`config.mk`:
```
export PLATFORM = sky130hd
export DESIGN_NAME = remote_cmd_rx_flat
export DESIGN_NICKNAME = d
export VERILOG_FILES = /design/src/rtl/remote_cmd_rx_pkg.sv /design/src/rtl/remote_cmd_rx_if.sv /design/src/rtl/remote_cmd_rx_byte_timer.sv /design/src/rtl/remote_cmd_rx.sv /design/src/flat_wrapper.sv
export SDC_FILE = /design/constraint.sdc
export NUM_CORES = 1
export LEC_CHECK = 0
export BUFFER_PORTS_ARGS = -buffer_cell sky130_fd_sc_hd__buf_2
export CAP_MARGIN = 20
export CORE_ASPECT_RATIO = 0.6
export CORE_UTILIZATION = 47
export CTS_CLUSTER_SIZE = 25
export DETAILED_ROUTE_END_ITERATION = 7
export PLACE_DENSITY = 0.84
export SYNTH_ARGS = -nofsm -noshare
export SYNTH_HDL_FRONTEND = slang
export SYNTH_SLANG_ARGS = --single-unit
```
`constraint.sdc`:
```
create_clock -name clk -period 1.71 [get_ports clk]
set_clock_uncertainty 0.1 [all_clocks]
set_input_delay 0.0855 -clock clk [delete_from_list [all_inputs] [get_ports clk]]
set_output_delay 0.0855 -clock clk [all_outputs]
set_load 0.02 [all_outputs]
```
`src/rtl/remote_cmd_rx_pkg.sv`:
```
// Shared types for the remote command link: receive/transmit FSM states
// and byte/command widths used by both the link endpoint and command logic.
package remote_cmd_pkg;

    typedef enum logic {RX_HIGH, RX_LOW}  rx_state_t;
    typedef enum logic {TX_IDLE, TX_BUSY} tx_state_t;

    localparam int BYTE_W = 8;
    localparam int CMD_W  = 16;

    // Counter width for an inter-byte timeout of 'cycles' clocks (never 0).
    function automatic int timer_width(input int cycles);
        return (cycles < 2) ? 1 : $clog2(cycles);
    endfunction

endpackage

```
`src/rtl/remote_cmd_rx_if.sv`:
```
// UART byte side, command side and response side of the remote command link.
interface remote_cmd_rx_if;
    import remote_cmd_pkg::*;

    logic                rx_rdy;
    logic [BYTE_W-1:0]   rx_data;
    logic                clr_rx_rdy;
    logic                trmt;
    logic [BYTE_W-1:0]   tx_data;
    logic                tx_done;
    logic [CMD_W-1:0]    cmd;
    logic                cmd_rdy;
    logic                clr_cmd_rdy;
    logic                send_resp;
    logic [BYTE_W-1:0]   resp;
    logic                tx_busy;
    logic                resp_sent;
    logic                frame_err;
    logic                overrun;

    // Link endpoint view.
    modport slave (
        input  rx_rdy, rx_data, tx_done, clr_cmd_rdy, send_resp, resp,
        output clr_rx_rdy, trmt, tx_data, cmd, cmd_rdy, tx_busy,
               resp_sent, frame_err, overrun
    );

    // UART / command-processing view.
    modport master (
        output rx_rdy, rx_data, tx_done, clr_cmd_rdy, send_resp, resp,
        input  clr_rx_rdy, trmt, tx_data, cmd, cmd_rdy, tx_busy,
               resp_sent, frame_err, overrun
    );

endinterface

```
`src/rtl/remote_cmd_rx_byte_timer.sv`:
```
// Saturating up-counter with clear, enable and terminal-count flag.
module byte_timer #(
    parameter int WIDTH    = 16,
    parameter int TERMINAL = 65535
) (
    input  logic clk,
    input  logic rst,
    input  logic clr_i,
    input  logic en_i,
    output logic tc_o
);

    localparam logic [WIDTH-1:0] TC_V = WIDTH'(TERMINAL);

    logic [WIDTH-1:0] cnt_q, cnt_d;

    // Next count: clear dominates, then count up and hold at terminal value.
    always_comb begin
        cnt_d = cnt_q;
        if (clr_i)
            cnt_d = '0;
        else if (en_i && (cnt_q != TC_V))
            cnt_d = cnt_q + 1'b1;
    end

    // Count register.
    always_ff @(posedge clk) begin
        if (rst)
            cnt_q <= '0;
        else
            cnt_q <= cnt_d;
    end

    assign tc_o = (cnt_q == TC_V);

endmodule

```
`src/rtl/remote_cmd_rx.sv`:
```
// Robot-side endpoint of the remote command link: assembles 16-bit commands
// from high/low UART bytes with an inter-byte timeout, and sends one
// response byte per request through the UART transmitter.
module remote_cmd_rx
    import remote_cmd_pkg::*;
#(
    parameter int TIMEOUT_CYCLES = 65536
) (
    input  logic               clk,
    input  logic               rst,
    remote_cmd_rx_if.slave     bus
);

    localparam int TMR_W = timer_width(TIMEOUT_CYCLES);

    rx_state_t           rx_state_q, rx_state_d;
    tx_state_t           tx_state_q, tx_state_d;
    logic [BYTE_W-1:0]   high_q, high_d;
    logic [CMD_W-1:0]    cmd_q, cmd_d;
    logic                cmd_rdy_q, cmd_rdy_d;
    logic                frame_err_q, frame_err_d;
    logic                overrun_q, overrun_d;
    logic [BYTE_W-1:0]   tx_data_q, tx_data_d;
    logic                trmt_q, trmt_d;
    logic                resp_sent_q, resp_sent_d;
    logic                tmr_clr, tmr_en, tmr_tc;

    byte_timer #(
        .WIDTH    (TMR_W),
        .TERMINAL (TIMEOUT_CYCLES - 1)
    ) u_timer (
        .clk   (clk),
        .rst   (rst),
        .clr_i (tmr_clr),
        .en_i  (tmr_en),
        .tc_o  (tmr_tc)
    );

    // Receive FSM next state: a byte arriving on the timeout cycle still wins.
    always_comb begin
        rx_state_d  = rx_state_q;
        high_d      = high_q;
        cmd_d       = cmd_q;
        cmd_rdy_d   = cmd_rdy_q && !bus.clr_cmd_rdy;
        frame_err_d = 1'b0;
        overrun_d   = 1'b0;
        tmr_clr     = 1'b0;
        tmr_en      = 1'b0;
        unique case (rx_state_q)
            RX_HIGH: begin
                tmr_clr = 1'b1;
                if (bus.rx_rdy) begin
                    high_d     = bus.rx_data;
                    rx_state_d = RX_LOW;
                end
            end
            RX_LOW: begin
                if (bus.rx_rdy) begin
                    cmd_d      = {high_q, bus.rx_data};
                    cmd_rdy_d  = 1'b1;
                    overrun_d  = cmd_rdy_q;
                    rx_state_d = RX_HIGH;
                end else if (tmr_tc) begin
                    frame_err_d = 1'b1;
                    high_d      = '0;
                    rx_state_d  = RX_HIGH;
                end else begin
                    tmr_en = 1'b1;
                end
            end
            default: rx_state_d = RX_HIGH;
        endcase
    end

    // Receive state and command registers.
    always_ff @(posedge clk) begin
        if (rst) begin
            rx_state_q  <= RX_HIGH;
            high_q      <= '0;
            cmd_q       <= '0;
            cmd_rdy_q   <= 1'b0;
            frame_err_q <= 1'b0;
            overrun_q   <= 1'b0;
        end else begin
            rx_state_q  <= rx_state_d;
            high_q      <= high_d;
            cmd_q       <= cmd_d;
            cmd_rdy_q   <= cmd_rdy_d;
            frame_err_q <= frame_err_d;
            overrun_q   <= overrun_d;
        end
    end

    // Transmit FSM next state: requests while busy are dropped.
    always_comb begin
        tx_state_d  = tx_state_q;
        tx_data_d   = tx_data_q;
        trmt_d      = 1'b0;
        resp_sent_d = 1'b0;
        unique case (tx_state_q)
            TX_IDLE: begin
                if (bus.send_resp) begin
                    tx_data_d  = bus.resp;
                    trmt_d     = 1'b1;
                    tx_state_d = TX_BUSY;
                end
            end
            TX_BUSY: begin
                if (bus.tx_done) begin
                    resp_sent_d = 1'b1;
                    tx_state_d  = TX_IDLE;
                end
            end
            default: tx_state_d = TX_IDLE;
        endcase
    end

    // Transmit state and output registers.
    always_ff @(posedge clk) begin
        if (rst) begin
            tx_state_q  <= TX_IDLE;
            tx_data_q   <= '0;
            trmt_q      <= 1'b0;
            resp_sent_q <= 1'b0;
        end else begin
            tx_state_q  <= tx_state_d;
            tx_data_q   <= tx_data_d;
            trmt_q      <= trmt_d;
            resp_sent_q <= resp_sent_d;
        end
    end

    assign bus.clr_rx_rdy = bus.rx_rdy && !rst;
    assign bus.cmd        = cmd_q;
    assign bus.cmd_rdy    = cmd_rdy_q;
    assign bus.frame_err  = frame_err_q;
    assign bus.overrun    = overrun_q;
    assign bus.trmt       = trmt_q;
    assign bus.tx_data    = tx_data_q;
    assign bus.tx_busy    = (tx_state_q == TX_BUSY);
    assign bus.resp_sent  = resp_sent_q;

endmodule

```
`src/flat_wrapper.sv`:
```
// flat-port wrapper written by rule: the top's interface ports become plain ports
module remote_cmd_rx_flat import remote_cmd_pkg::*;
#(
    parameter int TIMEOUT_CYCLES = 65536
)
  (clk, rst, bus_rx_rdy, bus_rx_data, bus_tx_done, bus_clr_cmd_rdy, bus_send_resp, bus_resp, bus_clr_rx_rdy, bus_trmt, bus_tx_data, bus_cmd, bus_cmd_rdy, bus_tx_busy, bus_resp_sent, bus_frame_err, bus_overrun);
  remote_cmd_rx_if bus_i ();
  input  logic clk;
  input  logic rst;
  input wire logic [$bits(bus_i.rx_rdy)-1:0] bus_rx_rdy;
  input wire logic [$bits(bus_i.rx_data)-1:0] bus_rx_data;
  input wire logic [$bits(bus_i.tx_done)-1:0] bus_tx_done;
  input wire logic [$bits(bus_i.clr_cmd_rdy)-1:0] bus_clr_cmd_rdy;
  input wire logic [$bits(bus_i.send_resp)-1:0] bus_send_resp;
  input wire logic [$bits(bus_i.resp)-1:0] bus_resp;
  output wire logic [$bits(bus_i.clr_rx_rdy)-1:0] bus_clr_rx_rdy;
  output wire logic [$bits(bus_i.trmt)-1:0] bus_trmt;
  output wire logic [$bits(bus_i.tx_data)-1:0] bus_tx_data;
  output wire logic [$bits(bus_i.cmd)-1:0] bus_cmd;
  output wire logic [$bits(bus_i.cmd_rdy)-1:0] bus_cmd_rdy;
  output wire logic [$bits(bus_i.tx_busy)-1:0] bus_tx_busy;
  output wire logic [$bits(bus_i.resp_sent)-1:0] bus_resp_sent;
  output wire logic [$bits(bus_i.frame_err)-1:0] bus_frame_err;
  output wire logic [$bits(bus_i.overrun)-1:0] bus_overrun;
  assign bus_i.rx_rdy = bus_rx_rdy;
  assign bus_i.rx_data = bus_rx_data;
  assign bus_i.tx_done = bus_tx_done;
  assign bus_i.clr_cmd_rdy = bus_clr_cmd_rdy;
  assign bus_i.send_resp = bus_send_resp;
  assign bus_i.resp = bus_resp;
  assign bus_clr_rx_rdy = bus_i.clr_rx_rdy;
  assign bus_trmt = bus_i.trmt;
  assign bus_tx_data = bus_i.tx_data;
  assign bus_cmd = bus_i.cmd;
  assign bus_cmd_rdy = bus_i.cmd_rdy;
  assign bus_tx_busy = bus_i.tx_busy;
  assign bus_resp_sent = bus_i.resp_sent;
  assign bus_frame_err = bus_i.frame_err;
  assign bus_overrun = bus_i.overrun;
  remote_cmd_rx #(.TIMEOUT_CYCLES(TIMEOUT_CYCLES)) u_core (.clk(clk), .rst(rst), .bus(bus_i));
endmodule
```
==> qor.yml <==
timing:
  fmax_mhz: 549
  post-route-period-util: 1.06
  hold_violations: 0
  max_slew_margin: 0.563
  timing.final.crit_period_ns: 1.82
  layout_setup_ws_ns: -0.111
  tns_ns: -1.62
  tightest_slew_ns: 0.654
  setup-violations-final: 21
  whs_ns: 0.0128
  drv_slew: 0
  grt_setup_unrepaired: "yes"
clocking:
  cts_root_buffer: "clkbuf_8"
  cts.clk_slew.worst_paths_ns: 0.10
  cts_tree: "done"
  cts_buffer_depth: 2
  htree_levels: 2
  insertion_delay_ns: 0.31
  clock-sinks: 55
  numCtsBuffers: 5
detailed_routing:
  firstDrtPassIters: 4
  num_vias: 2376
  drc: 0
  routedWlPerCell_um: 16.9
  drt-total-wl_mm: 7.14
  drt-initial-drc-count: 210
  ant_nets: 0
  avgViaCountPerCell: 5.62
die:
  core_sq_mm: 0.00459
  fp-row-count: 19
  start_util: 0.493
  dieArea_sq_mm: 0.00510
  die_h_um: 55.7
  io_pins: 53
  die_w_um: 91.5
synthesis:
  synth_cell_types: 41
  ys_seq_area_frac: 0.487
  synth.area.top_cells: "dfxtp_1, nand2_1, a21oi_1"
  syn_area_per_cell_sq_um: 8.49
  syn_inst: 266
  yosys_warnings: 0
  ys_ff_latch: 55
  yosysTopAreaCell: "dfxtp_1"
  netlist_area_sq_mm: 0.00226
  synth_nets: 289
  yosysTopAreaCellShare: 0.487
job:
  maxCapViolations: 0
layout:
  nNetsFinal: 382
  area_growth_pct: 42.7
  layout-drive-gt1-share: 0.361
  fillers: 319
  antenna_cells: 0
  final_cell_area_sq_mm: 0.00322
global_routing:
  track_usage: 0.266
  grt_pass1_wl_mm: 10.5
  grt_antenna_before_repair: 0
  first_global_vias: 2222
  grt-ovfl-total: 0
  grt_max_degree: 38
place:
  place_congestion: 0.866
  port_buffers: 52
  post-place-ws_ns: -0.183
  dpl.hpwl_mm: 4.09
  place_area_sq_mm: 0.00274
worst_setup_path:
  criticalPathCategory: "flop to flop"
  start_kind: "flop"
  cp_slowest_stage_delay_ns: 0.40
  crit_slowest_cell: "dfxtp_2"
  cp_common_cell: "buf_4"
  crit_chain: "nand4_2 -> buf_4 -> nor4_4 -> buf_4 -> o21ai_1 -> a21oi_1"
  end_kind: "flop"
  critPathArrivalTime_ns: 1.95
  path_max_fanout: 7
  crit_required_ns: 1.84
  reg2reg_depth: 6
worst_hold_path:
  hp-class: "input port to flop"
  min_path_cells: 2
outcome:
  violations: "negative setup slack"
  status: "complete, but fails checks"
power:
  max-vdd-ir-drop_mv: 0.563
  p_leak_uw: 0.00133
  p_per_area_mw_per_mm2: 740
-- repair_timing --
action                     CTS  global route
buffers inserted             1             3
hold endpoints to repair    26             0
gates cloned                 2             1
hold buffers                18             0
resized for setup           20            21
pin swaps                    7             5
setup endpoints to repair   21            23
-- power by group --
| part | internal (uW) | switching [uW] | total [uW] | leakage (uW) |
|---|---|---|---|---|
| clock | 331 | 431 | 762 | 0.0000474 |
| sequential | 1320 | 24.1 | 1340 | 0.000450 |
| combinational | 112 | 169 | 282 | 0.000830 |
| total | 1760 | 624 | 2390 | 0.00133 |
-- layout make-up --
type / instances / area, sq um / area share
well taps: 63 / 78.8 / 0.0244
clock buffers: 6 / 82.6 / 0.0256
clock inverters: 2 / 16.3 / 0.00504
flip-flops and latches: 55 / 1110 / 0.345
multi-input cells: 186 / 1210 / 0.374
repair buffers: 104 / 702 / 0.218
inverters: 7 / 26.3 / 0.00815
-- worst paths after layout --
| path | start | endpoint | slack, ns |
|---|---|---|---|
| min | bus_rx_rdy | u_core.bus.overrun | 0.01 |
| min reg2reg | u_core.bus.cmd[14] | u_core.bus.cmd[14] | 0.36 |
| max | u_core.u_timer.cnt_q[12] | u_core.u_timer.cnt_q[1] | -0.11 |
| max reg2reg | u_core.u_timer.cnt_q[12] | u_core.u_timer.cnt_q[1] | -0.11 |
-- metal layers --
metal | routed length (um) | track usage
met4 | 106 | 0.0952
met2 | 3390 | 0.418
met1 | 3130 | 0.361
met3 | 516 | 0.0587
met5 | 0 | 0
-- through the flow --
stage,power (uW),utilization,cells
final,2390,0.703,423
after global routing,2470,0.703,423
after CTS,2370,0.680,419
after detailed placement,1600,0.597,390
after global placement,1590,0.597,390
after floorplan,1510,-,266
-- cell usage after synthesis --
cell type and count:
mux2i_1 1, clkbuf_1 12, and2b_1 1, nand3_1 7, o211ai_1 1, o21ai_4 1, nor3_1 1, nand2b_1 15
o41ai_1 1, o21ai_0 5, nand4_1 5, a21oi_1 39, a41o_2 2, nand3b_1 1, buf_1 1, o32ai_1 7
or4_2 1, inv_1 7, a31oi_1 2, nand4_2 1, o31a_1 1, buf_2 3, and4_2 1, nor2b_1 3
buf_6 1, buf_4 1, nor4_1 3, and3_1 2, nand4b_1 1, o311ai_0 1, and2_1 2, or3_1 3
ha_1 1, o31ai_1 7, o21a_1 2, dfxtp_1 55, nand2_1 56, or4_1 7, and3b_1 1, and4_1 1
nor2_1 3
-- sequential cells by signal, summed over array words and instances (netlist names) --
signal,cells
u_core.bus.tx_busy,1
u_core.high_q,8
u_core.u_timer.cnt_q,16
u_core.bus.tx_data,8
u_core.bus.cmd,16
u_core.rx_state_q,1
u_core.bus.overrun,1
u_core.bus.cmd_rdy,1
u_core.bus.frame_err,1
u_core.bus.resp_sent,1
u_core.bus.trmt,1
-- critical path, delay by kind of cell, from the launching register on --
| kind | cells | cell delay [ns] |
|---|---|---|
| AND/OR/NAND/NOR | 2 | 0.56 |
| buffers and inverters | 2 | 0.43 |
| flip-flops | 1 | 0.40 |
| AO/OA/AOI/OAI | 2 | 0.24 |
-- logic make-up (layout without fill, tap and decap cells) --
group	Yosys count	in the layout	synth area share
buffers and inverters	25	119	0.0482
DFF	55	55	0.487
muxes	1	1	0.00443
and+or+nand+nor	115	115	0.262
AOI/OAI and AO/OA	69	69	0.192
adders and majority gates	1	1	0.00554
-- layout by cell type, fill, tap and decap left out, types with 3 or more instances in the layout --
cell type      count
clkbuf_8           6
inv_1              7
buf_2             54
dlygate4sd3_1     18
o31ai_1            5
o21ai_0            3
nand4_1            5
nor2b_1            3
a21oi_2            5
buf_4             29
nor2_1             3
buf_6              3
o32ai_1            5
dfxtp_1           49
or4_1              3
or4_4              4
nand2_1           56
nand3_1            6
a21oi_1           34
nand2b_1          15
dfxtp_2            5
Power figures use the tool's default switching activity.
